--- config.mk ---
export PLATFORM = sky130hd
export DESIGN_NAME = epl_ecc_decoder
export DESIGN_NICKNAME = d
export VERILOG_FILES = /design/src/rtl/epl_ecc_pkg.sv /design/src/rtl/epl_ecc_syndrome.sv /design/src/rtl/epl_ecc_decoder.sv
export SDC_FILE = /design/constraint.sdc
export NUM_CORES = 1
export LEC_CHECK = 0
export ABC_CLOCK_PERIOD_IN_PS = 1700
export BUFFER_PORTS_ARGS = -buffer_cell sky130_fd_sc_hd__buf_2
export CORE_MARGIN = 2
export CORE_UTILIZATION = 53
export DETAILED_ROUTE_END_ITERATION = 10
export GPL_ROUTABILITY_DRIVEN = 0
export PLACE_DENSITY = 0.76
export REMOVE_ABC_BUFFERS = 1
export SLEW_MARGIN = 20
export SYNTH_ARGS = -nofsm -noshare
export SYNTH_HDL_FRONTEND = slang
export SYNTH_HIERARCHICAL = 1
export SYNTH_SLANG_ARGS = --single-unit
--- constraint.sdc ---
create_clock -name pCLK_i -period 1.7 [get_ports pCLK_i]
set_clock_uncertainty 0.15 [all_clocks]
set_input_delay 0.425 -clock pCLK_i [delete_from_list [all_inputs] [get_ports pCLK_i]]
set_output_delay 0.425 -clock pCLK_i [all_outputs]
set_load 0.05 [all_outputs]
--- src/rtl/epl_ecc_pkg.sv ---
// Shared constants for the EPL Hamming(7,4) inverted-parity code.
// The encoder and decoder both import this package so they agree on the bit layout.
package epl_ecc_pkg;

  localparam int CW_W  = 7;
  localparam int DW_W  = 4;
  localparam int SYN_W = 3;

  // Codeword bit positions, layout {d3,d2,d1,p4,d0,p2,p1}
  localparam int BIT_P1 = 0;
  localparam int BIT_P2 = 1;
  localparam int BIT_D0 = 2;
  localparam int BIT_P4 = 3;
  localparam int BIT_D1 = 4;
  localparam int BIT_D2 = 5;
  localparam int BIT_D3 = 6;

  localparam logic PARITY_INV = 1'b1;

  typedef struct packed {
    logic             valid;
    logic [CW_W-1:0]  cw;
    logic [SYN_W-1:0] syn;
    logic [CW_W-1:0]  mask;
  } stage1_t;

  function automatic logic [DW_W-1:0] extract_data(input logic [CW_W-1:0] cw);
    return {cw[BIT_D3], cw[BIT_D2], cw[BIT_D1], cw[BIT_D0]};
  endfunction

endpackage

--- src/rtl/epl_ecc_syndrome.sv ---
// Combinational syndrome and single-bit correction mask for one codeword.
// A non-zero syndrome is the 1-based position of the bit to flip.
module epl_ecc_syndrome
  import epl_ecc_pkg::*;
(
  input  logic [CW_W-1:0]  codeword_i,
  output logic [SYN_W-1:0] syndrome_o,
  output logic [CW_W-1:0]  mask_o
);

  logic s1, s2, s4;

  assign s1 = codeword_i[BIT_P1] ^ codeword_i[BIT_D0] ^ codeword_i[BIT_D1]
            ^ codeword_i[BIT_D3] ^ PARITY_INV;
  assign s2 = codeword_i[BIT_P2] ^ codeword_i[BIT_D0] ^ codeword_i[BIT_D2]
            ^ codeword_i[BIT_D3] ^ PARITY_INV;
  assign s4 = codeword_i[BIT_P4] ^ codeword_i[BIT_D1] ^ codeword_i[BIT_D2]
            ^ codeword_i[BIT_D3] ^ PARITY_INV;

  assign syndrome_o = {s4, s2, s1};

  always_comb begin
    // NOTE: default first so every path assigns mask_o and no latch is inferred.
    mask_o = '0;
    if (syndrome_o != '0) begin
      mask_o = CW_W'(1) << (syndrome_o - SYN_W'(1));
    end
  end

endmodule

--- src/rtl/epl_ecc_decoder.sv ---
// EPL Hamming(7,4) read-path decoder: 2-stage pipeline with single-bit correction,
// sticky error flag and saturating corrected-word counter.
module epl_ecc_decoder
  import epl_ecc_pkg::*;
#(
  parameter int CNT_W = 8
) (
  input  logic              pCLK_i,
  input  logic              nRST_i,
  input  logic              pREAD_i,
  input  logic [CW_W-1:0]   pCODEWORD_i,
  input  logic              pCLR_i,
  output logic [DW_W-1:0]   pDATA_o,
  output logic              pVALID_o,
  output logic [SYN_W-1:0]  pSYNDROME_o,
  output logic              pCORR_o,
  output logic              pSTICKY_o,
  output logic [CNT_W-1:0]  pERRCNT_o
);

  logic [SYN_W-1:0] syn_w;
  logic [CW_W-1:0]  mask_w;

  epl_ecc_syndrome u_syndrome (
    .codeword_i (pCODEWORD_i),
    .syndrome_o (syn_w),
    .mask_o     (mask_w)
  );

  stage1_t          s1_d, s1_q;
  logic [DW_W-1:0]  data_d, data_q;
  logic [SYN_W-1:0] syn_d, syn_q;
  logic             corr_d, corr_q;
  logic             valid_d, valid_q;
  logic             sticky_d, sticky_q;
  logic [CNT_W-1:0] cnt_d, cnt_q;
  logic             hit;

  // Idle cycles clear stage 1 so no stale codeword lingers in the pipeline.
  always_comb begin
    s1_d = '0;
    if (pREAD_i) begin
      s1_d.valid = 1'b1;
      s1_d.cw    = pCODEWORD_i;
      s1_d.syn   = syn_w;
      s1_d.mask  = mask_w;
    end
  end

  always_comb begin
    data_d  = '0;
    syn_d   = '0;
    corr_d  = 1'b0;
    valid_d = s1_q.valid;
    if (s1_q.valid) begin
      data_d = extract_data(s1_q.cw ^ s1_q.mask);
      syn_d  = s1_q.syn;
      corr_d = (s1_q.syn != '0);
    end
  end

  assign hit = s1_q.valid && (s1_q.syn != '0);

  // Clear wins over a correction landing in the same cycle.
  always_comb begin
    cnt_d    = cnt_q;
    sticky_d = sticky_q;
    if (pCLR_i) begin
      cnt_d    = '0;
      sticky_d = 1'b0;
    end else if (hit) begin
      sticky_d = 1'b1;
      if (cnt_q != {CNT_W{1'b1}}) cnt_d = cnt_q + CNT_W'(1);
    end
  end

  // NOTE: state registers use non-blocking assignments so all flops update together.
  always_ff @(posedge pCLK_i or negedge nRST_i) begin
    if (!nRST_i) begin
      s1_q     <= '0;
      data_q   <= '0;
      syn_q    <= '0;
      corr_q   <= 1'b0;
      valid_q  <= 1'b0;
      sticky_q <= 1'b0;
      cnt_q    <= '0;
    end else begin
      s1_q     <= s1_d;
      data_q   <= data_d;
      syn_q    <= syn_d;
      corr_q   <= corr_d;
      valid_q  <= valid_d;
      sticky_q <= sticky_d;
      cnt_q    <= cnt_d;
    end
  end

  assign pDATA_o     = data_q;
  assign pVALID_o    = valid_q;
  assign pSYNDROME_o = syn_q;
  assign pCORR_o     = corr_q;
  assign pSTICKY_o   = sticky_q;
  assign pERRCNT_o   = cnt_q;

endmodule

* Word level (Yosys, flattened, before mapping) *
Cells that the tools add are included.

storage, ports and cells
  logic and storage cells = 43
  bits of input ports = 11
  output and inout bits = 18
  register bits after elaboration = 36

cells by class
  reduce and logical (&&, ||, !) cells = 6
  add/sub/neg operators = 2
  multiplexer cells = 10
  equal/unequal tests = 1
  bitwise logic cells = 13
  shift-type cells = 1

operators by type and width
  kind                 count
  $mux 8               3
  $mux 18              1
  $xor 1x1->1          9
  $add 8x1->8 const B  1
  $ne 8x8->1 const B   1
  $mux 7               1
  $shl 1x3->7 const A  1
  $xor 7x7->7          1
  $reduce_bool 3->1    2
  $mux 4               1
  $reduce_bool 2->1    2
  $mux 1               3
  $mux 3               1
  $not 1->1            3
  $sub 3x1->3 const B  1
  $reduce_and 2->1     1
  $logic_and 1x1->1    1

* Logic depth before layout (Yosys ltp) *
  word-level depth = 8
  mapped depth = 8
  depth with buffers taken out = 8

* Modules after synthesis *
Netlist, hierarchy kept.

modules (own cells, without submodules)
  module            sequential area each (um^2)  area each (um^2)  times used  cells each
  epl_ecc_decoder   750.7                        1207.4            1           90
  epl_ecc_syndrome  0.0                          206.4             1           24

* Worst setup path before layout *
OpenSTA, ideal clock, no wires.

  path kind = input to register
  from = input pCODEWORD_i[5]
  to = register s1_q[2] (netlist bit)
  path slack = -0.266 ns
  library setup time = 0.119 ns
  stages on the path = 8
  arrival = 1.697 ns
  buffers on the path = 0
  data required time = 1.431 ns
  cells stage by stage = xor2_1 -> xnor2_2 -> inv_2 -> nor2_1 -> ha_1 -> nand2b_1 -> nor3_1 -> and2_1

RTL lines
  element                 RTL line               source
  start: declaration      epl_ecc_decoder.sv:11  input logic [CW_W-1:0] pCODEWORD_i,
  end signal: assignment  epl_ecc_decoder.sv:80  s1_q <= '0;
  end signal: assignment  epl_ecc_decoder.sv:88  s1_q <= s1_d;
  end: declaration        epl_ecc_decoder.sv:30  stage1_t s1_d, s1_q;

* Worst setup path after layout *
  from = register cnt_q[4] (netlist: pERRCNT_o[4])
  to = output pERRCNT_o[4]

RTL lines
  element                   RTL line               source
  start: declaration        epl_ecc_decoder.sv:36  logic [CNT_W-1:0] cnt_d, cnt_q;
  start signal: assignment  epl_ecc_decoder.sv:94  cnt_q <= cnt_d;
  end: declaration          epl_ecc_decoder.sv:18  output logic [CNT_W-1:0] pERRCNT_o

No word-level cell between the ends.

==> results.cfg <==
[cells_and_area]
fillers = 187
drive_above_1_share = 0.497
nets = 165
areaGrowthSynthToFinish_pct = 26.3
n_antenna_cell = 0

[worst_setup_path]
cpPeakStageDelay_ps = 460
r2r_setup_slack_ps = 100
path_class = reg2out
crit_arrival_ps = 1090
crit_required_ps = 1120
cp_cell_sequence = buf_2
crit_fanout = 6
slowest_stage = dfrtp_1
crit_family = flip-flops
cp-start-kind = flip-flop
end_kind = primary output
crit_buf_inv = 1

[global_routing]
grt-ovfl-total = 0
antenna_found_initial = 0
grt_pass1_vias = 883
grt_usage = 0.164
grt_pass1_wl_mm = 3.82
grt_max_degree = 31

[floorplanning]
core_area_mm2 = 0.00250
rows = 18
fp.dieArea_mm2 = 0.00307
io_pins = 29
die_h_um = 55.4
fp.dieW_um = 55.4
start_util = 0.560

[clock_network]
clk_latency_ps = 320
htree_levels = 2
clock-sinks = 30
cts_buffer_depth = 2
cts_root_buf = clkbuf_4
clkTransAtPathRegs_ps = 90
cts_tree = built
tritoncts.num_buffers = 5

[detailed_routing]
ant_nets = 0
dr.pass1.iters = 3
viasPerCell = 4.90
routed_wirelength_mm = 2.28
drc = 0
vias = 897
drtIter0Drc = 14
routedWlPerCell_um = 12.5

[place]
hpwl_mm = 1.64
pre_cts_ws_ps = -396
port_buffers = 28

[power]
power.density_mw_per_mm2 = 952
leakage_nw = 0.877
p_total_w = 0.00168
ir_worst_vdd_v = 0.000691

[timing]
setup_ws_ps = 31.9
rsz0062_at_grt = yes
hold_violations = 0
fmax_mhz = 600
finalSetupViolCount = 0
finalMaxSlewViolations = 0
fin_setup_tns_ps = 0
min_period_ps = 1670
worst_pin_slew_ps = 627
slew_headroom = 0.582
finalCritPeriodShare = 0.981

[logic_synthesis]
syn_inst = 111
syn_avg_cell_area_um2 = 12.6
synth.cell_area_mm2 = 0.00140
synth_warnings = 6

[run_status]
status = completed

[job]
drv_cap = 0

[min_path]
hold_path.class = in2reg
==> final cells by class <==
cell class | instances | area (um2) | area share
Multi-Input combinational cell | 71 | 667 | 0.377
Sequential cell | 30 | 753 | 0.426
Tap cell | 30 | 37.5 | 0.0212
Clock buffer | 7 | 55.1 | 0.0312
Timing Repair Buffer | 39 | 230 | 0.130
Clock inverter | 1 | 5.00 | 0.00283
Inverter | 5 | 18.8 | 0.0106
==> sequential cells by signal (all words and copies together) (netlist names) <==
register,count
pCORR_o,1
pVALID_o,1
s1_q,11
pSYNDROME_o,3
pDATA_o,4
pERRCNT_o,8
valid_d,1
pSTICKY_o,1
==> cell usage in the layout, fill, tap and decap left out, drive strengths merged, types with 2 or more instances in the layout <==
cell type	count
ha	2
nand3	2
inv	5
o211ai	2
dfrtp	30
xor2	10
buf	37
and2	19
nor2	11
a2111oi	2
nand4	2
clkbuf	8
nor4	3
xnor2	9
==> worst paths after layout <==
kind,from,endpoint,cells past startpoint
min in group asynchronous,nRST_i,pDATA_o[0],2
worst max register to register,pERRCNT_o[0],pERRCNT_o[4],5
worst min register to register,pSTICKY_o,pSTICKY_o,2
max in group asynchronous,nRST_i,pERRCNT_o[7],2
worst min-delay path,pREAD_i,valid_d,1
worst max-delay path,pERRCNT_o[4],pERRCNT_o[4],1
==> layer usage <==
layer | share of wire | wire length (um) | vias to the layer above | global-route usage
met3 | 0.056 | 127 | 5 | 0.0656
met5 | 0 | 0 | - | 0
li1 | - | - | 444 | -
met2 | 0.50 | 1150 | 29 | 0.259
met4 | 0.023 | 53 | 0 | 0.0836
met1 | 0.42 | 954 | 419 | 0.194
==> report_power, final <==
| group | internal (W) | switching [W] | leakage, nW |
|---|---|---|---|
| Combinational | 0.000192 | 0.000270 | 0.446 |
| Sequential | 0.000765 | 0.0000281 | 0.396 |
| Clock | 0.000200 | 0.000226 | 0.0353 |
| Total | 0.00116 | 0.000524 | 0.877 |
==> stage by stage <==
stage | hold slack (ps) | utilization | cell area, um2 | instances
after floorplan | -20.6 | - | 1370 | 106
after global placement | 322 | 0.643 | 1610 | 172
after detailed placement | 331 | 0.643 | 1610 | 172
after CTS | 151 | 0.687 | 1720 | 181
after global routing | 136 | 0.707 | 1770 | 183
final | 163 | 0.707 | 1770 | 183
==> repair_timing <==
item | in CTS | in global routing
endpoints found under the hold margin | 30 | 0
gates cloned | 0 | 0
pin swaps | 5 | 1
setup buffers | 0 | 2
setup endpoints to repair | 4 | 5
resized for setup | 7 | 6
hold buffers | 1 | 0
Power figures use the tool's default switching activity.
